[config.mk]
export PLATFORM = sky130hd
export DESIGN_NAME = truth_table_scanner_flat
export DESIGN_NICKNAME = d
export VERILOG_FILES = /design/src/rtl/truth_table_scanner_if.sv /design/src/rtl/truth_table_scanner.sv /design/src/flat_wrapper.sv
export SDC_FILE = /design/constraint.sdc
export NUM_CORES = 1
export LEC_CHECK = 0
export BUFFER_PORTS_ARGS = -buffer_cell sky130_fd_sc_hd__buf_2
export CELL_PAD_IN_SITES_DETAIL_PLACEMENT = 1
export CELL_PAD_IN_SITES_GLOBAL_PLACEMENT = 2
export CORE_UTILIZATION = 34
export DETAILED_ROUTE_END_ITERATION = 6
export PLACE_DENSITY_LB_ADDON = 0.1
export SLEW_MARGIN = 20
export SYNTH_ARGS = -nofsm -noshare
export SYNTH_HDL_FRONTEND = slang
export SYNTH_SLANG_ARGS = --single-unit
[constraint.sdc]
create_clock -name clk -period 2 [get_ports clk]
set_input_delay 0.1 -clock clk [delete_from_list [all_inputs] [get_ports clk]]
set_output_delay 0.1 -clock clk [all_outputs]
set_load 0.02 [all_outputs]
[src/rtl/truth_table_scanner_if.sv]
// Bundle between the scanner and whatever drives and observes it:
// start/s_in in, vector, status and truth table out.
interface truth_table_scanner_if #(
  parameter int N_IN = 3
);
  logic                 start;
  logic                 s_in;
  logic [N_IN-1:0]      vec_out;
  logic                 busy;
  logic                 done;
  logic [2**N_IN-1:0]   table_out;
  logic [N_IN:0]        ones_cnt;
`ifdef GOLDEN_CHECK_EN
  logic [2**N_IN-1:0]   expected;
  logic                 mismatch;
  logic [N_IN-1:0]      fail_idx;
`endif

  modport master (
    output start, s_in,
`ifdef GOLDEN_CHECK_EN
    output expected,
    input  mismatch, fail_idx,
`endif
    input  vec_out, busy, done,
    input  table_out, ones_cnt
  );

  modport slave (
    input  start, s_in,
`ifdef GOLDEN_CHECK_EN
    input  expected,
    output mismatch, fail_idx,
`endif
    output vec_out, busy, done,
    output table_out, ones_cnt
  );
endinterface

[src/rtl/truth_table_scanner.sv]
// Walks all 2^N_IN vectors into a combinational function and records its truth table.
// Optional GOLDEN_CHECK_EN compares the table against a reference latched on start.
module truth_table_scanner #(
  parameter int N_IN   = 3,
  parameter int SETTLE = 1
) (
  input logic                  clk,
  input logic                  rst_n,
  truth_table_scanner_if.slave bus
);
  localparam int W = 2**N_IN;
  localparam logic [N_IN-1:0] LAST = '1;
  localparam logic [3:0] LOAD =
    4'((SETTLE == 0) ? 0 : SETTLE - 1);

  typedef enum logic [1:0] {
    S_IDLE,
    S_SETTLE,
    S_SAMPLE,
    S_DONE
  } state_t;

  state_t          state, state_nxt;
  logic [3:0]      cnt;
  logic [N_IN-1:0] vec;
  logic [W-1:0]    tbl, tbl_nxt;
  logic [N_IN:0]   ones;
  logic            accept;
  logic            last;

  assign accept = (state == S_IDLE) && bus.start;
  assign last   = (vec == LAST);

  always_ff @(posedge clk or negedge rst_n) begin
    if (!rst_n) state <= S_IDLE;
    else        state <= state_nxt;
  end

  always_comb begin
    state_nxt = state;
    unique case (state)
      S_IDLE:
        if (bus.start)
          state_nxt = (SETTLE == 0) ? S_SAMPLE : S_SETTLE;
      S_SETTLE:
        if (cnt == 4'd0) state_nxt = S_SAMPLE;
      S_SAMPLE:
        if (last)             state_nxt = S_DONE;
        else if (SETTLE == 0) state_nxt = S_SAMPLE;
        else                  state_nxt = S_SETTLE;
      S_DONE:
        state_nxt = S_IDLE;
      default:
        state_nxt = S_IDLE;
    endcase
  end

  always_comb begin
    tbl_nxt      = tbl;
    tbl_nxt[vec] = bus.s_in;
  end

  always_ff @(posedge clk or negedge rst_n) begin
    if (!rst_n) begin
      cnt  <= '0;
      vec  <= '0;
      tbl  <= '0;
      ones <= '0;
    end else if (accept) begin
      cnt  <= LOAD;
      vec  <= '0;
      tbl  <= '0;
      ones <= '0;
    end else if (state == S_SETTLE) begin
      cnt <= cnt - 4'd1;
    end else if (state == S_SAMPLE) begin
      tbl  <= tbl_nxt;
      ones <= ones + (N_IN+1)'(bus.s_in);
      if (!last) begin
        vec <= vec + 1'b1;
        cnt <= LOAD;
      end
    end
  end

  assign bus.vec_out   = vec;
  assign bus.table_out = tbl;
  assign bus.ones_cnt  = ones;
  assign bus.busy      = (state == S_SETTLE) ||
                         (state == S_SAMPLE);
  assign bus.done      = (state == S_DONE);

`ifdef GOLDEN_CHECK_EN
  logic [W-1:0]    gold;
  logic [W-1:0]    diff;
  logic [N_IN-1:0] idx;
  logic            mis;
  logic [N_IN-1:0] fidx;

  assign diff = tbl_nxt ^ gold;

  // Downward sweep leaves the lowest differing index.
  always_comb begin
    idx = '0;
    for (int i = W - 1; i >= 0; i--)
      if (diff[i]) idx = N_IN'(i);
  end

  // Result is registered as DONE is entered so it is valid during DONE.
  always_ff @(posedge clk or negedge rst_n) begin
    if (!rst_n) begin
      gold <= '0;
      mis  <= 1'b0;
      fidx <= '0;
    end else if (accept) begin
      gold <= bus.expected;
      mis  <= 1'b0;
      fidx <= '0;
    end else if (state == S_SAMPLE && last) begin
      mis  <= |diff;
      fidx <= idx;
    end
  end

  assign bus.mismatch = mis;
  assign bus.fail_idx = fidx;
`endif
endmodule

[src/flat_wrapper.sv]
// flat-port wrapper written by rule: the top's interface ports become plain ports
module truth_table_scanner_flat 
#(
  parameter int N_IN   = 3,
  parameter int SETTLE = 1
)
  (clk, rst_n, bus_start, bus_s_in, bus_vec_out, bus_busy, bus_done, bus_table_out, bus_ones_cnt);
  truth_table_scanner_if #(.N_IN(N_IN)) bus_i ();
  input logic clk;
  input logic rst_n;
  input wire logic [$bits(bus_i.start)-1:0] bus_start;
  input wire logic [$bits(bus_i.s_in)-1:0] bus_s_in;
  output wire logic [$bits(bus_i.vec_out)-1:0] bus_vec_out;
  output wire logic [$bits(bus_i.busy)-1:0] bus_busy;
  output wire logic [$bits(bus_i.done)-1:0] bus_done;
  output wire logic [$bits(bus_i.table_out)-1:0] bus_table_out;
  output wire logic [$bits(bus_i.ones_cnt)-1:0] bus_ones_cnt;
  assign bus_i.start = bus_start;
  assign bus_i.s_in = bus_s_in;
  assign bus_vec_out = bus_i.vec_out;
  assign bus_busy = bus_i.busy;
  assign bus_done = bus_i.done;
  assign bus_table_out = bus_i.table_out;
  assign bus_ones_cnt = bus_i.ones_cnt;
  truth_table_scanner #(.N_IN(N_IN), .SETTLE(SETTLE)) u_core (.clk(clk), .rst_n(rst_n), .bus(bus_i));
endmodule
Word-level counts from Yosys, hierarchy flattened. Cells that the tools add are included.

ROM bits: 0. Memories kept: 0. Output and inout bits: 17. Bits in latches: 0. RAM bits: 0. Word-level logic and storage cells: 51. Bits in registers: 21.

Muxes and demuxes: 21. $add $sub $neg: 3. Equal/unequal tests: 9. Shift operators: 0. Multipliers: 0. Reduce and logical (&&, ||, !) cells: 11. Div/mod/pow operators: 0. Magnitude comparators: 2. Bitwise gates (word level): 0.

Operators with widths (count): $mux W4 (7); $mux W8 (3); $mux W3 (4); $bwmux W8 (1); $pmux W2 S4 (1); $mux W2 (3); $ne A2 B1 Y1 const B (3); $reduce_and A2 Y1 (3); $add A4 B1 Y4 (1); $eq A2 B2 Y1 const B (2); $logic_not A4 Y1 (1); $lt A3 B4 Y1 const B (1); $sub A4 B1 Y4 const B (1); $add A3 B1 Y3 const B (1); $demux W1 S3 (1); $eq A3 B3 Y1 const B (1); $ge A3 B1 Y1 const B (1); $ne A3 B2 Y1 const B (1); $reduce_and A3 Y1 (1); $reduce_bool A3 Y1 (1); $eq A2 B1 Y1 const B (1); $logic_and A1 B1 Y1 (2); $logic_not A2 Y1 (1); $ne A2 B2 Y1 const B (1); other kinds (3) (3).

Depth between registers and ports, before layout.
Depth after elaboration: 8. Gate-level depth with buffers: 7. Mapped depth without buffers: 5.

Least setup slack after synthesis. Ideal clock, no wire load.

Kind: register to register. From: register u_core.state[1]. To: register u_core.tbl[4] (netlist: u_core.bus.table_out[4]). Required time: 1920 ps. Stages on the path, launching flop included: 7. Data arrival time: 1513 ps. Library setup time: 80 ps. Clock period less this slack: 1593 ps. Slack: 407 ps. Cells stage by stage: dfrtp_1 inv_1 ha_1 buf_2 nand2b_1 nor4b_1 mux2i_1.

Longest elaborated chain between the ends: 4. Elaborated cells on any way between the ends: 8. Classes of those cells: 3 x eq/ne; 1 x mux; 4 x reduce/logical.

Ends and longest elaborated chain: start, declared (RTL line truth_table_scanner.sv:23) `state_t state, state_nxt;`; start signal, assigned (RTL line truth_table_scanner.sv:36) `else state <= state_nxt;`; $logic_not A2 Y1 (RTL line truth_table_scanner.sv:31) `assign accept = (state == S_IDLE) && bus.start;`; $logic_and A1 B1 Y1 (RTL line truth_table_scanner.sv:31); $ne A2 B1 Y1 (no source line) or $reduce_bool A2 Y1 (tied branches); $reduce_and A2 Y1 (no source line); end signal, assigned (RTL line truth_table_scanner.sv:77) `tbl <= tbl_nxt;`; end, declared (RTL line truth_table_scanner.sv:26) `logic [W-1:0] tbl, tbl_nxt;`.

Several ways; a longest one is shown, not always the timed one. A chain may end at the register's enable or synchronous reset.

Final worst setup path. Same ends and word-level chain as after synthesis.

==> run summary <==
clk_lat worst skew - 0.31 ns
combinational share of power - 56.9%
Seq/Total Area, Yosys - 44.0%
Tot GR Track Use - 17.2%
setup_tns - 0 ns
root buf cell - clkbuf_4
CTS sink cnt - 21
RSZ-0062 raised after global routing - no
most frequent cells in the layout - 21 x dfrtp_1, 20 x buf_2, 13 x nand2_1
ys async rst share - 100%
Layout Skew - 0.00165 ns
predominant post-synthesis flop cell - dfrtp_1
cell-internal power - 1110 uW
Worst setup SP type - flop
Worst Path Max Fanout - 7
Synth cell types - 34
Starting Density - 35.5%
Final Hold Fails - 0
dpl cell area - 0.00137 mm^2
Hold/Removal Path Class - input pin to flop
Synth Area per Inst - 10.2 um^2
CTS max path bufs - 2
Worst IR Drop VDD - 0.455 mV
FILL cells - 410
Final Wtd Congestion - 0.732
period utilization - 88.0%
vias in the first global route - 922
Routed Antenna Nets - 0
status - complete, no violations
Die H - 61.3 um
HPWL Detailed - 2120 um
synthesized instance count - 117
CTS tree - built
Warnings, synthesis - 0
global-route wire length before repair - 4610 um
num rows - 21
DR pass1 iterations - 4
largest net degree at the start of global routing - 22
Pwr Total - 2080 uW
I/O pin cnt - 21
Required @ worst endpoint - 2.24 ns
Post-Syn Area - 0.00119 mm^2
fin util - 41.7%
# setup viols final - 0
post-route cell area - 0.00140 mm^2
Rel. slew slack - 67.9%
DR top layer - met4
switching share of power - 46.7%
metal1 wirelength - 1360 um
drt total wl - 2820 um
initial antenna violation count - 0
sw power - 971 uW
fraction of power consumed by sequential logic - 32.8%
total CTS buffers - 3
routed length per instance - 15.1 um
die area - 0.00376 mm^2
Slew @ Worst Pin - 0.482 ns
die width - 61.3 um
Worst-path clk slew - 0.12 ns
crit end category - flop
WL met3 - 68 um
most common cell after layout, fill and taps aside - dfrtp_1
DRT iter0 DRCs - 25
Pleak - 0.000700 uW
IO buf count - 20
# DRC - 0
met2 WL - 1380 um
share of cells above drive strength 1 - 22.7%
# Max-Cap Violations - 0
# H-tree levels - 1
CP arrival - 2.00 ns
WS Path Type - flop to flop
core area - 0.00336 mm^2
Clock Power Share - 10.2%
Layout area overhead - 17.5%
Syn Nets - 132
number of synthesized flops with an enable pin - 0
Power Dens Cells - 1480 mW/mm^2
DR vias - 981
Final Critical Period - 1.76 ns
#FFs+latches synth - 21
GRT overflow - 0
Min Hold Slack - 0.154 ns
Nets - 157
detail-routed via count per cell - 5.25
max-slew violation count - 0
number of diodes - 0
fmax - 568 MHz
Post-CTS Repair Setup Buffers - 0
[synth_stat cells (3+ instances only)]
cell,number,area share [%]
a21oi_1,5,2.1
nor2b_1,3,1.6
dfrtp_1,21,44
nor4b_1,3,2.2
clkbuf_1,5,1.6
nand2_1,13,4.1
mux2i_1,9,7.5
o21ai_0,6,2.5
ha_1,11,12
inv_1,6,1.9
nand4b_1,3,2.2
[critical path, cell delays in order (launching register included)]
cell      delay, ns
dfrtp_1        0.42
inv_1          0.10
ha_1           0.27
nand2b_1       0.26
nor4b_1        0.40
mux2i_1        0.23
[state kept, by name (all words and copies together) (netlist names)]
name / cells
u_core.bus.ones_cnt: 4
u_core.bus.table_out: 8
u_core.bus.vec_out: 3
u_core.cnt: 4
u_core.state: 2
[per-stage QoR]
step	cells	worst slack [ns]
global placement	182	0.358
floorplan	117	0.407
detailed placement	182	0.280
global route	187	0.0222
finish	187	0.240
CTS	187	0.226
[cells by family after synthesis]
| logic type | count (synthesis) | share of synthesized area [%] |
|---|---|---|
| simple gates | 40 | 19.3 |
| compound gates | 23 | 12.9 |
| flops | 21 | 44.0 |
| buf+inv | 12 | 3.87 |
| fa+ha+maj | 11 | 11.5 |
| mux | 10 | 8.48 |
[worst paths after layout]
| check | slack (ns) | cells past startpoint | end | startpoint |
|---|---|---|---|---|
| min in group asynchronous | 0.26 | 2 | u_core.state[0] | rst_n |
| max in group asynchronous | 1.41 | 2 | u_core.bus.table_out[1] | rst_n |
| worst min-delay path | 0.15 | 3 | u_core.bus.ones_cnt[0] | bus_s_in |
| worst max-delay path | 0.24 | 5 | u_core.bus.table_out[4] | u_core.state[1] |
| worst min register to register | 0.53 | 2 | u_core.bus.table_out[1] | u_core.bus.table_out[1] |
| worst max register to register | 0.24 | 5 | u_core.bus.table_out[4] | u_core.state[1] |
[power by group through the flow]
stage | clock (uW) | combinational (uW) | sequential [uW]
final | 213 | 1190 | 683
after detailed placement | 0 | 1200 | 693
after CTS | 230 | 1200 | 684
after floorplan | 0 | 718 | 782
after global routing | 240 | 1320 | 710
after global placement | 0 | 1160 | 687
[area by class of cell]
type	count	area [um^2]	area share, %
clock buffers	3	22.5	1.60
inverters	6	22.5	1.60
multi-input cells	84	623	44.4
clock inverters	1	5.00	0.357
repair buffers	26	148	10.5
flip-flops and latches	21	526	37.4
well taps	46	57.6	4.10
[routing by layer]
metal,up-vias,track usage [%]
met2,13,27.5
met3,2,1.89
met1,492,23.3
met4,0,7.79
li1,474,-
met5,-,0
[what timing repair did]
action / CTS / global route
hold buffers: 1 / 0
endpoints found under the hold margin: 21 / 0
gates resized for setup: 0 / 0
(Power assumes the default switching activity.)
